===== src/rtl/uart_bus_initiator.sv =====
// Bus initiator for the memory-mapped UART: pulls received words into a valid/ready
// command stream and writes response-stream words back to the peripheral for transmission.
module uart_bus_initiator #(
    parameter logic [31:0] UART_ADDR      = 32'h0000_0000,
    parameter int          WORD_BYTES     = 1,
    parameter int          TIMEOUT_CYCLES = 1024
) (
    input  logic        clk,
    input  logic        reset,
    input  logic        uart_rx_empty,
    output logic        read,
    output logic        write,
    output logic [31:0] address,
    output logic [31:0] write_data,
    input  logic        read_response,
    input  logic        write_response,
    input  logic [31:0] read_data,
    output logic        cmd_valid,
    input  logic        cmd_ready,
    output logic [31:0] cmd_data,
    input  logic        rsp_valid,
    output logic        rsp_ready,
    input  logic [31:0] rsp_data,
    output logic        bus_timeout,
    output logic [15:0] rx_words,
    output logic [15:0] tx_words
);

    localparam int          SHIFT     = 8 * (4 - WORD_BYTES);
    localparam logic [31:0] DATA_MASK = 32'hFFFF_FFFF >> SHIFT;
    localparam int          TW        = (TIMEOUT_CYCLES > 1) ? $clog2(TIMEOUT_CYCLES + 1) : 1;
    localparam logic [TW-1:0] TMO_LIMIT = TW'(TIMEOUT_CYCLES);
    localparam bit          TMO_EN    = (TIMEOUT_CYCLES != 0);

    typedef enum logic [2:0] {
        IDLE    = 3'd0,
        RD_REQ  = 3'd1,
        RD_WAIT = 3'd2,
        RD_HOLD = 3'd3,
        WR_REQ  = 3'd4,
        WR_WAIT = 3'd5,
        WR_HOLD = 3'd6
    } state_e;

    state_e        state_q, state_d;
    logic          read_q, read_d;
    logic          write_q, write_d;
    logic [31:0]   write_data_q, write_data_d;
    logic          cmd_valid_q, cmd_valid_d;
    logic [31:0]   cmd_data_q, cmd_data_d;
    logic          bus_timeout_q, bus_timeout_d;
    logic [15:0]   rx_words_q, rx_words_d;
    logic [15:0]   tx_words_q, tx_words_d;
    logic          last_wr_q, last_wr_d;
    logic [TW-1:0] tmo_cnt_q, tmo_cnt_d;
    logic          rd_ok;
    logic          take_wr;
    logic          waiting;

    // Next-state, bus request and command/counter logic
    always_comb begin
        state_d       = state_q;
        write_data_d  = write_data_q;
        cmd_data_d    = cmd_data_q;
        bus_timeout_d = bus_timeout_q;
        rx_words_d    = rx_words_q;
        tx_words_d    = tx_words_q;
        last_wr_d     = last_wr_q;
        tmo_cnt_d     = tmo_cnt_q;
        take_wr       = 1'b0;
        waiting       = 1'b0;
        rd_ok         = !uart_rx_empty && !cmd_valid_q;

        // The command channel drains independently of the bus FSM.
        if (cmd_valid_q && cmd_ready) begin
            cmd_valid_d = 1'b0;
        end else begin
            cmd_valid_d = cmd_valid_q;
        end

        case (state_q)
            IDLE: begin
                if (rsp_valid && (!rd_ok || !last_wr_q)) begin
                    take_wr      = 1'b1;
                    last_wr_d    = 1'b1;
                    write_data_d = rsp_data << SHIFT;
                    state_d      = WR_REQ;
                end else if (rd_ok) begin
                    last_wr_d = 1'b0;
                    state_d   = RD_REQ;
                end else begin
                    state_d = IDLE;
                end
            end
            RD_REQ: begin
                tmo_cnt_d = {TW{1'b0}};
                state_d   = RD_WAIT;
            end
            RD_WAIT: begin
                if (read_response) begin
                    cmd_data_d  = read_data & DATA_MASK;
                    cmd_valid_d = 1'b1;
                    rx_words_d  = rx_words_q + 16'd1;
                    state_d     = RD_HOLD;
                end else begin
                    waiting = 1'b1;
                end
            end
            WR_REQ: begin
                tmo_cnt_d = {TW{1'b0}};
                state_d   = WR_WAIT;
            end
            WR_WAIT: begin
                if (write_response) begin
                    tx_words_d = tx_words_q + 16'd1;
                    state_d    = WR_HOLD;
                end else begin
                    waiting = 1'b1;
                end
            end
            RD_HOLD: state_d = IDLE;
            WR_HOLD: state_d = IDLE;
            default: state_d = IDLE;
        endcase

        // Counter saturates at the limit; the flag is sticky and the FSM keeps waiting.
        if (waiting) begin
            if (tmo_cnt_q != TMO_LIMIT) begin
                tmo_cnt_d = tmo_cnt_q + {{(TW-1){1'b0}}, 1'b1};
            end else begin
                tmo_cnt_d = tmo_cnt_q;
            end
            if (TMO_EN && (tmo_cnt_d == TMO_LIMIT)) begin
                bus_timeout_d = 1'b1;
            end else begin
                bus_timeout_d = bus_timeout_q;
            end
        end else begin
            waiting = 1'b0;
        end

        read_d  = (state_d == RD_REQ);
        write_d = (state_d == WR_REQ);
    end

    // Accept strobe coincides with the IDLE decision that consumes rsp_data
    always_comb begin
        rsp_ready = 1'b0;
        if (take_wr && !reset) begin
            rsp_ready = 1'b1;
        end else begin
            rsp_ready = 1'b0;
        end
    end

    // State and output registers with synchronous reset
    always_ff @(posedge clk) begin
        if (reset) begin
            state_q       <= IDLE;
            read_q        <= 1'b0;
            write_q       <= 1'b0;
            write_data_q  <= 32'h0000_0000;
            cmd_valid_q   <= 1'b0;
            cmd_data_q    <= 32'h0000_0000;
            bus_timeout_q <= 1'b0;
            rx_words_q    <= 16'h0000;
            tx_words_q    <= 16'h0000;
            last_wr_q     <= 1'b0;
            tmo_cnt_q     <= {TW{1'b0}};
        end else begin
            state_q       <= state_d;
            read_q        <= read_d;
            write_q       <= write_d;
            write_data_q  <= write_data_d;
            cmd_valid_q   <= cmd_valid_d;
            cmd_data_q    <= cmd_data_d;
            bus_timeout_q <= bus_timeout_d;
            rx_words_q    <= rx_words_d;
            tx_words_q    <= tx_words_d;
            last_wr_q     <= last_wr_d;
            tmo_cnt_q     <= tmo_cnt_d;
        end
    end

    assign address     = UART_ADDR;
    assign read        = read_q;
    assign write       = write_q;
    assign write_data  = write_data_q;
    assign cmd_valid   = cmd_valid_q;
    assign cmd_data    = cmd_data_q;
    assign bus_timeout = bus_timeout_q;
    assign rx_words    = rx_words_q;
    assign tx_words    = tx_words_q;

endmodule

===== config.mk =====
export PLATFORM = sky130hd
export DESIGN_NAME = uart_bus_initiator
export DESIGN_NICKNAME = d
export VERILOG_FILES = /design/src/rtl/uart_bus_initiator.sv
export SDC_FILE = /design/constraint.sdc
export NUM_CORES = 1
export LEC_CHECK = 0
export ABC_AREA = 1
export CELL_PAD_IN_SITES_DETAIL_PLACEMENT = 0
export CELL_PAD_IN_SITES_GLOBAL_PLACEMENT = 1
export CORE_MARGIN = 2
export CORE_UTILIZATION = 46
export DETAILED_ROUTE_END_ITERATION = 10
export DONT_BUFFER_PORTS = 1
export PLACE_DENSITY_LB_ADDON = 0.05
export SLEW_MARGIN = 20
export SYNTH_ARGS = -nofsm -noshare
export SYNTH_HDL_FRONTEND = slang
export SYNTH_SLANG_ARGS = --single-unit
export TNS_END_PERCENT = 1

===== constraint.sdc =====
create_clock -name clk -period 2.73 [get_ports clk]
set_input_delay 0.546 -clock clk [delete_from_list [all_inputs] [get_ports clk]]
set_output_delay 0.546 -clock clk [all_outputs]
set_load 0.05 [all_outputs]

* Word-level counts from Yosys, hierarchy flattened *
Cells that the tools add are included.

word-level totals
  logic and storage cells = 61
  bits in registers = 67
  output and inout bits = 133

operators by class
  add/sub/neg operators = 3
  reduce and logical (&&, ||, !) cells = 19
  equal/unequal tests = 8
  muxes and demuxes = 20

operator list
  operator                 number
  $mux W11                 4
  $add A16 B1 Y16 const B  2
  $pmux W3 S5              1
  $add A11 B1 Y11 const B  1
  $eq A11 B11 Y1 const B   1
  $mux W1                  11
  $ne A11 B11 Y1 const B   1
  $reduce_and A2 Y1        5
  $eq A3 B3 Y1 const B     3
  $mux W3                  3
  $eq A3 B1 Y1 const B     2
  $logic_not A1 Y1         5
  $logic_and A1 B1 Y1      4
  $reduce_bool A2 Y1       2
  $eq A3 B2 Y1 const B     1
  $logic_not A3 Y1         1
  $pmux W1 S2              1
  $reduce_or A2 Y1         1
  $logic_or A1 B1 Y1       1

* Logic depth before layout (Yosys ltp) *
  depth after elaboration = 9
  depth in mapped cells = 12

* Least setup slack after synthesis *
No wires, ideal clock.

  kind = reg-to-output
  from = reg cmd_valid_q, in the netlist cmd_valid
  to = out rsp_ready
  buffers on the path = 0
  cell stages (with the launch flop) = 7
  setup slack = 0.221 ns
  arrival = 1.963 ns
  data required time = 2.184 ns
  path through = dfxtp_1 nor2_1 a21boi_1 inv_1 nor2_1 inv_1 nor2_1

between the ends
  word-level cells in the longest chain between the ends = 9

ends and longest elaborated chain
  what                      RTL line  source
  start: declaration        49        logic cmd_valid_q, cmd_valid_d;
  start signal: assignment  175       cmd_valid_q <= cmd_valid_d;
  $logic_not A1 Y1          72        rd_ok = !uart_rx_empty && !cmd_valid_q;
  $logic_and A1 B1 Y1       72
  $logic_not A1 Y1          83        if (rsp_valid && (!rd_ok || !last_wr_q)) begin
  $logic_or A1 B1 Y1        83
  $logic_and A1 B1 Y1       83
  $mux W1                   83
  $mux W1                   81        case (state_q)
  $logic_and A1 B1 Y1       149       if (take_wr && !reset) begin
  $mux W1                   149
  end: declaration          22        output logic rsp_ready,

No other way between the ends.

* Worst setup path in the final report *
  from = reg state_q[2]
  to = out rsp_ready

between the ends
  word-level cells in the longest chain between the ends = 4

ends and longest elaborated chain
  what                      RTL line  source
  start: declaration        45        state_e state_q, state_d;
  start signal: assignment  171       state_q <= state_d;
  $logic_not A3 Y1          81
  $mux W1                   81
  $logic_and A1 B1 Y1       149
  $mux W1                   149

No other way between the ends.

==> impl_results.md <==
- Status: finished clean
- DR pass1 iterations: 6
- Global-route wire length before repair: 12900 µm
- Worst path bufs/invs: 3
- Final min period: ~2.2 ns
- Antenna Cells: 0
- Worst clock skew: 0.00974 ns
- GRT busiest layer: met2
- Synth Warn #: 0
- Root Buffer: clkbuf_8
- GP Congestion: slightly above 0.8
- Nature of the critical path endpoint: output port
- Placed insts: 653
- All-Layer GR Usage: 17.8%
- M1 GR Usage: a little over a fifth
- H-tree depth: 3
- Initial DRC count: 70
- Vias in the first global route: 2773
- Clock buffer depth: 2
- Final setup violation count: 0
- Most frequent cells in the layout: 94 x nand2_1, 80 x conb_1, 79 x nor2_1, 67 x dfxtp_1, 47 x inv_1
- Final hold viol count: 0
- Required time of the critical path: about 2.2 ns
- IO Pins: ~200
- Area of the die: 9110 µm²
- Std cell rows: 33
- Clk_lat worst skew: between 0.3 and 0.4 ns
- Psw: 1.01 mW
- VDD IR max: between 0.3 and 0.4 mV
- Met2 Use GR: ~29%
- Nets: 634
- DRC: 0
- CP arrival: approximately 1.7 ns
- Cell Chain, Critical Path: nor2_4, nand2_1, nor2_1, buf_4, inv_1, nor2_1, buf_4
- Final cell count without fillers: 669
- Antenna violations before repair: 0
- Crit-path max FO: 11
- Post-DR vias/cell: 4.59
- Cell variety after synth: 36
- Crit Path Class: reg2out
- Routed Antenna Nets: 0
- Routed WL: 7700 µm
- Hold Path Class: in2reg
- Lkg Pwr: approximately 1.7 nW
- Combinational share of power: a little under a fifth
- Crit start category: flip-flop
- Syn Area/Cell: 7.04 µm²
- Fin util: 48.3%
- Layout area overhead: 2.70%
- Least-Margin Pin Slew: 0.641 ns
- Clock slew at reported path FFs: 0.08 ns
- Max-cap violations: 0
- Sw Ratio: 38.2%
- Largest net degree at the start of global routing: 30
- Gr ovfl total: 0
- FMAX: 446 MHz
- Port Buffers: 0
- Post_cts resized: 0
- Sequential Power Share: 45.9%
- Total Power: 2.64 mW
- Wire length per cell: 11.5 µm
- Setup bufs post-CTS: 0
- Post-synth EDFFs: 0
- Hpwl dp: 5680 µm
- CTS tree: done
- Core footprint: 8180 µm²
- CP peak stage delay: 0.36 ns
- Met3 Use GR: 5.85%
- Die width: approximately 95 µm
- Primary FF master, synth: dfxtp_1
- CP top delay family: buffers and inverters
- Post-Syn Area: 3850 µm²
- Part of the Yosys area used for sequential elements: 34.9%
- Synthesized instance count: 547
- Die Ht: ~95 µm
- Period utilization: 82.2%
- Slowest CP cell: dfxtp_1
- Clock power share: 35.7%
- Setup TNS: 0 ns
- RSZ-0062 raised after global routing: no
- Layout cells sized above 1: 10.1%
- Pint: 1.63 mW
- Vias: 3071
- Cts hold-fix bufs: 0
- Final Slew Violations: 0
- Initial core utilization: 47.1%
- Max_slew headroom: 57.2%
- Clock Sinks: 67
- Number of synthesized register bits: 67
- Post-synth ARST share: 0%
- Commonest non-fill, non-tap cell in the layout: nand2_1
- PwrDens: 667 nW/µm²
- Total CTS buffers: 9
==> cells by family after synthesis <==
family	after synthesis	share of synthesized area (%)
compound gates	76	10.2
xor+xnor	11	2.50
fa+ha+maj	4	1.30
buf+inv	146	22.1
flops	67	34.9
other cells	1	0.0974
simple gates	242	28.9
==> state kept, by name, summed over array words and instances, names as in the netlist <==
name	cells
write_data	8
read	1
last_wr_q	1
rx_words	16
tx_words	16
cmd_valid	1
tmo_cnt_q	11
write	1
cmd_data	8
state_q	3
bus_timeout	1
==> power groups by stage <==
stage	combinational, mW	sequential [mW]	clock [mW]
floorplan	0.513	1.24	0
global placement	0.482	1.23	0
detailed placement	0.486	1.23	0
CTS	0.485	1.21	0.973
global route	0.530	1.22	1.01
finish	0.484	1.21	0.942
==> per-stage QoR <==
step,setup slack [ns],area [µm²],hold slack [ns]
after floorplan,0.221,4150,0.467
after global placement,0.628,3730,0.480
after detailed placement,0.611,3730,0.492
after CTS,0.453,3950,0.247
after global routing,0.318,3950,0.243
final,0.486,3950,0.258
==> Yosys cell counts (6+ instances only) <==
master / count / share of area [%]
inv_1: 47 / 4.6
buf_4: 80 / 16
dfxtp_1: 67 / 35
clkbuf_1: 9 / 0.88
o21ai_0: 29 / 3.8
a21oi_1: 37 / 4.8
nor2_1: 79 / 7.7
nand3_1: 24 / 3.1
xor2_1: 6 / 1.4
nor3_1: 12 / 1.6
nand3b_1: 6 / 1.2
nand2_1: 94 / 9.2
==> path summary, 6_finish.rpt <==
path                from      endpoint  slack [ns]  cells after the start
max           state_q[2]     rsp_ready        0.49                      7
min                reset     cmd_valid        0.26                      1
max reg2reg  rx_words[8]  rx_words[13]        0.95                      6
min reg2reg    last_wr_q     last_wr_q        0.51                      1
==> layer usage <==
layer / vias to the layer above / wire (µm)
met5: - / 0
met4: 0 / 125
met3: 10 / 651
met2: 115 / 3600
met1: 1355 / 3330
li1: 1591 / -
==> cell type report <==
cell class,count,area [µm²]
Fill cell,889,4220
Multi-Input combinational cell,413,1950
Sequential cell,67,1340
Inverter,55,208
Tap cell,105,131
Clock buffer,9,124
Clock inverter,7,98.8
Timing Repair Buffer,13,97.6
Power figures use the tool's default switching activity.
==> RTL edit 1, RTL diff (same flow settings) <==
`TIMEOUT_CYCLES`: 1024 -> 512.
--- a/src/rtl/uart_bus_initiator.sv
+++ b/src/rtl/uart_bus_initiator.sv
@@ -4,5 +4,5 @@
     parameter logic [31:0] UART_ADDR      = 32'h0000_0000,
     parameter int          WORD_BYTES     = 1,
-    parameter int          TIMEOUT_CYCLES = 1024
+    parameter int          TIMEOUT_CYCLES = 512
 ) (
     input  logic        clk,
Formal check against the unedited RTL: same outputs for any inputs over 10 cycles, from zero or initial values and one cycle with reset high; that may be too few to reach the edited logic, so the function may still have changed.
==> RTL edit 1 against the original RTL <==
- worst setup slack worse by 0.11 ns
- worst hold slack better by 0.011 ns
- sequential share of layout area up 0.053 points
- synthesized cell count down 3.1%
- core utilization up 1.4 points
- area after synthesis down 2.6%
- wire length up 0.19%
- final area down 1.6%
- power up 2.9%
- critical path depth down 1
- sequential cell count down 1
- largest cell class unchanged
==> RTL edit 1: results (changes against the original RTL) <==
| Metric | Value |
|---|---|
| Clk pwr share | 38.3% (+2.6 points) |
| GR Util met1 | 22.5% (+1.1 points) |
| # nets final | 619 (-2.4%) |
| Layout cells sized above 1 | 9.29% (-0.82 points) |
| Initial DRC Count | 69 (-1.4%) |
| Crit path arrival time | 1.81 ns (+0.11 ns) |
| DP Cell Count | 635 (-2.8%) |
| Mapped Cells | 530 (-3.1%) |
| Largest net degree at the start of global routing | 31 (+3.3%) |
| Largest delay share family, worst path | simple AND/OR/NAND/NOR gates |
| Leakage | 1.74 nW (+3.7%) |
| GPL Wtd Cong | 0.808 (-1.3%) |
| Top cells by area, synth | dfxtp_1 (35%), buf_4 (16%), nand2_1 (9.0%), nor2_1 (9.0%), inv_1 (4.7%) |
| Fin worst setup slack | 0.373 ns (-0.113 ns) |
| Vias per Instance | 4.59 (about the same) |
| Met2 usage | 28.3% (-0.89 points) |
| Layout Skew | 0.00939 ns (-0.000358 ns) |
| Global routing usage summed across all routing layers | 18.0% (+0.20 points) |
| Pre-CTS setup slack | 0.547 ns (-0.0639 ns) |
| DR pass1 iterations | 4 (-2) |
| R2R depth | 7 (+1) |
| First-pass GRT wire length | 12600 microns (-2.3%) |
| Via count | 2990 (-2.6%) |
| Met3 usage | 5.78% (-0.071 points) |
| Vias in the first global route | 2619 (-5.6%) |
| Outcome | finished clean |
| Worst-Margin Slew | 0.643 ns (+0.00203 ns) |
RTL edit 1: path summary, 6_finish.rpt:
path / startpoint / endpoint
min: reset / tmo_cnt_q[3]$_SDFFE_PP0P_
max: state_q[0]$_SDFF_PP0_ / rsp_ready
min reg2reg: last_wr_q$_SDFFE_PP0P_ / last_wr_q$_SDFFE_PP0P_
max reg2reg: rx_words[0]$_SDFFE_PP0P_ / rx_words[14]$_SDFFE_PP0P_
RTL edit 1: logic make-up (layout without fill, tap and decap cells):
kind of cell               Yosys count  count (layout)  synth area share, %
AOI/OAI and AO/OA                   68              68                 9.68
DFF                                 66              66                 35.3
and+or+nand+nor                    244             244                 30.0
adders and majority gates            4               4                 1.34
other                                1              80                0.100
buffers and inverters              141              81                 22.2
xor gates and xnor gates             6               6                 1.40
RTL edit 1: power by group through the flow:
| stage | Sequential (mW) | Combinational (mW) | Clock (mW) |
|---|---|---|---|
| 2_1_floorplan | 1.22 | 0.503 | 0 |
| 3_3_place_gp | 1.22 | 0.471 | 0 |
| 3_5_place_dp | 1.22 | 0.474 | 0 |
| 4_1_cts | 1.20 | 0.475 | 1.07 |
| 5_1_grt | 1.20 | 0.515 | 1.11 |
| 6_report | 1.20 | 0.474 | 1.04 |
RTL edit 1: area by class of cell:
| type | instances | area (sq um) |
|---|---|---|
| clock inverters | 4 | 97.6 |
| inverters | 51 | 191 |
| fillers | 828 | 3920 |
| well taps | 102 | 128 |
| flip-flops and latches | 66 | 1320 |
| repair buffers | 14 | 105 |
| multi-input cells | 402 | 1890 |
| clock buffers | 12 | 155 |
RTL edit 1: metrics by stage:
step / total power [mW] / util, %
final: 2.71 / 49.8
after global routing: 2.83 / 49.8
after CTS: 2.75 / 49.8
after detailed placement: 1.69 / 46.6
after global placement: 1.69 / 46.6
after floorplan: 1.72 / -
RTL edit 1: layer usage:
layer | vias to the layer above | routed length [microns]
li1 | 1553 | -
met1 | 1311 | 3390
met2 | 115 | 3470
met3 | 11 | 726
met4 | 0 | 127
met5 | - | 0
==> RTL edit 2, RTL diff (config.mk and constraints unchanged) <==
Without the edit above. Put one more register stage on the output `bus_timeout`, cleared by the reset. The value now appears one clock later. The other outputs are not delayed to match.
--- a/src/rtl/uart_bus_initiator.sv
+++ b/src/rtl/uart_bus_initiator.sv
@@ -189,5 +189,11 @@
     assign cmd_valid   = cmd_valid_q;
     assign cmd_data    = cmd_data_q;
-    assign bus_timeout = bus_timeout_q;
+    always_ff @(posedge clk) begin
+        if (reset) begin
+            bus_timeout <= '0;
+        end else begin
+            bus_timeout <= bus_timeout_q;
+        end
+    end
     assign rx_words    = rx_words_q;
     assign tx_words    = tx_words_q;
Behaviour: same outputs for any inputs over 10 cycles, from zero or initial values and one cycle with reset high; that may be too few to reach the edited logic, so the function may still have changed.
==> RTL edit 2 against the original RTL <==
- area after synthesis rose by 1.6%
- sequential cell count rose by 1
- cell count rose by 1.0%
- synthesized cell count rose by 1.8%
- largest cell class unchanged
- first-iteration DRC count rose by 60%
- power fell by 0.41%
- wire length rose by 6.5%
- worst setup slack got worse by 0.15 ns
- clock power fell by 2.1%
- final area rose by 1.2%
==> RTL edit 2: results (changes against the original RTL) <==
| Metric | Value |
|---|---|
| Outcome | finished clean |
| Largest delay share family, worst path | simple AND/OR/NAND/NOR gates |
| Syn. warnings | 0 (unchanged) |
| R2R depth | 7 (+1) |
| DR pass1 iterations | 4 (-2) |
| WHS | 0.262 ns (+0.00420 ns) |
| Global routing usage summed across all routing layers | 17.6% (-0.15 points) |
| Mapped Cells | 557 (+1.8%) |
| Vias in the first global route | 2805 (+1.2%) |
| Leakage | 1.72 nW (+2.3%) |
| Layout cells sized above 1 | 9.11% (-1.0 points) |
| Placed Area | 0.00378 sq mm (+1.4%) |
| Per-cell routed wire length | 12.1 microns (+5.4%) |
| Yosys cell types | 37 (+2.8%) |
| Crit path arrival time | 1.85 ns (+0.15 ns) |
| # nets final | 641 (+1.1%) |
| GPL Wtd Cong | 0.746 (-8.9%) |
| Worst vdd ir | 0.296 mV (-12%) |
| Largest net degree at the start of global routing | 33 (+10%) |
| Top cells by area, synth | dfxtp_1 (35%), buf_4 (16%), nand2_1 (10%), nor2_1 (7.2%), inv_1 (4.9%) |
| Met2 usage | 29.5% (+0.29 points) |
| Final Non-Filler Cells | 676 (+1.0%) |
| FILL cells | 867 (-2.5%) |
| R2r setup slk | 0.80 ns (-0.15 ns) |
| Sequential element share of the synthesized area | 34.8% (about the same) |
| DP Cell Count | 660 (+1.1%) |
| Layout Skew | 0.00898 ns (-0.000768 ns) |
| Initial DRC Count | 112 (+60%) |
| Max incr delay on CP | 0.34 ns (-0.02 ns) |
| Met3 usage | 4.93% (-0.92 points) |
| Hold Path Sink | tmo_cnt_q[7]$_SDFFE_PP0P_ |
| Reg-to-reg endpoint | rx_words[14]$_SDFFE_PP0P_ |
-- RTL edit 2: cell types whose count changed in the layout (fill, tap and decap cells not counted), moves of 3 or more --
cell and change:
nand2_1 +11, nand4_1 +5, o21ai_0 +5, inv_1 +4, nand3b_1 -4, nor2_1 -4, nor3_2 -3, o21ai_1 -3
xor2_1 -3
-- RTL edit 2: per-layer routing --
layer | share of wire [%] | wire, microns | up-vias
met5 | 0 | 0 | -
met4 | 1.3 | 106 | 0
met3 | 7.7 | 628 | 11
met2 | 46 | 3810 | 114
met1 | 45 | 3660 | 1400
li1 | - | - | 1630
-- RTL edit 2: cells by family (layout without fill, tap and decap cells) --
| family | count (synthesis) | after routing | synth area share [%] |
|---|---|---|---|
| compound gates | 79 | 79 | 10.6 |
| buf+inv | 148 | 83 | 22.2 |
| xor+xnor | 7 | 7 | 1.57 |
| flops | 68 | 68 | 34.8 |
| other cells | 1 | 80 | 0.0959 |
| simple gates | 250 | 250 | 29.4 |
| fa+ha+maj | 4 | 4 | 1.28 |
-- RTL edit 2: power groups by stage --
stage / Sequential, mW / Combinational (mW) / Clock (mW)
after floorplan: 1.25 / 0.518 / 0
after global placement: 1.25 / 0.471 / 0
after detailed placement: 1.25 / 0.475 / 0
after CTS: 1.23 / 0.476 / 0.940
after global routing: 1.24 / 0.522 / 0.981
final: 1.23 / 0.476 / 0.922
-- RTL edit 2: area by class of cell --
type | instances | area (sq um) | area share (%)
multi-input combinational | 420 | 1980 | 49.5
sequential | 68 | 1360 | 34.0
inverter | 54 | 203 | 5.07
tap | 105 | 131 | 3.29
clock buffer | 9 | 124 | 3.10
timing repair buffer | 13 | 110 | 2.75
clock inverter | 7 | 91.3 | 2.28
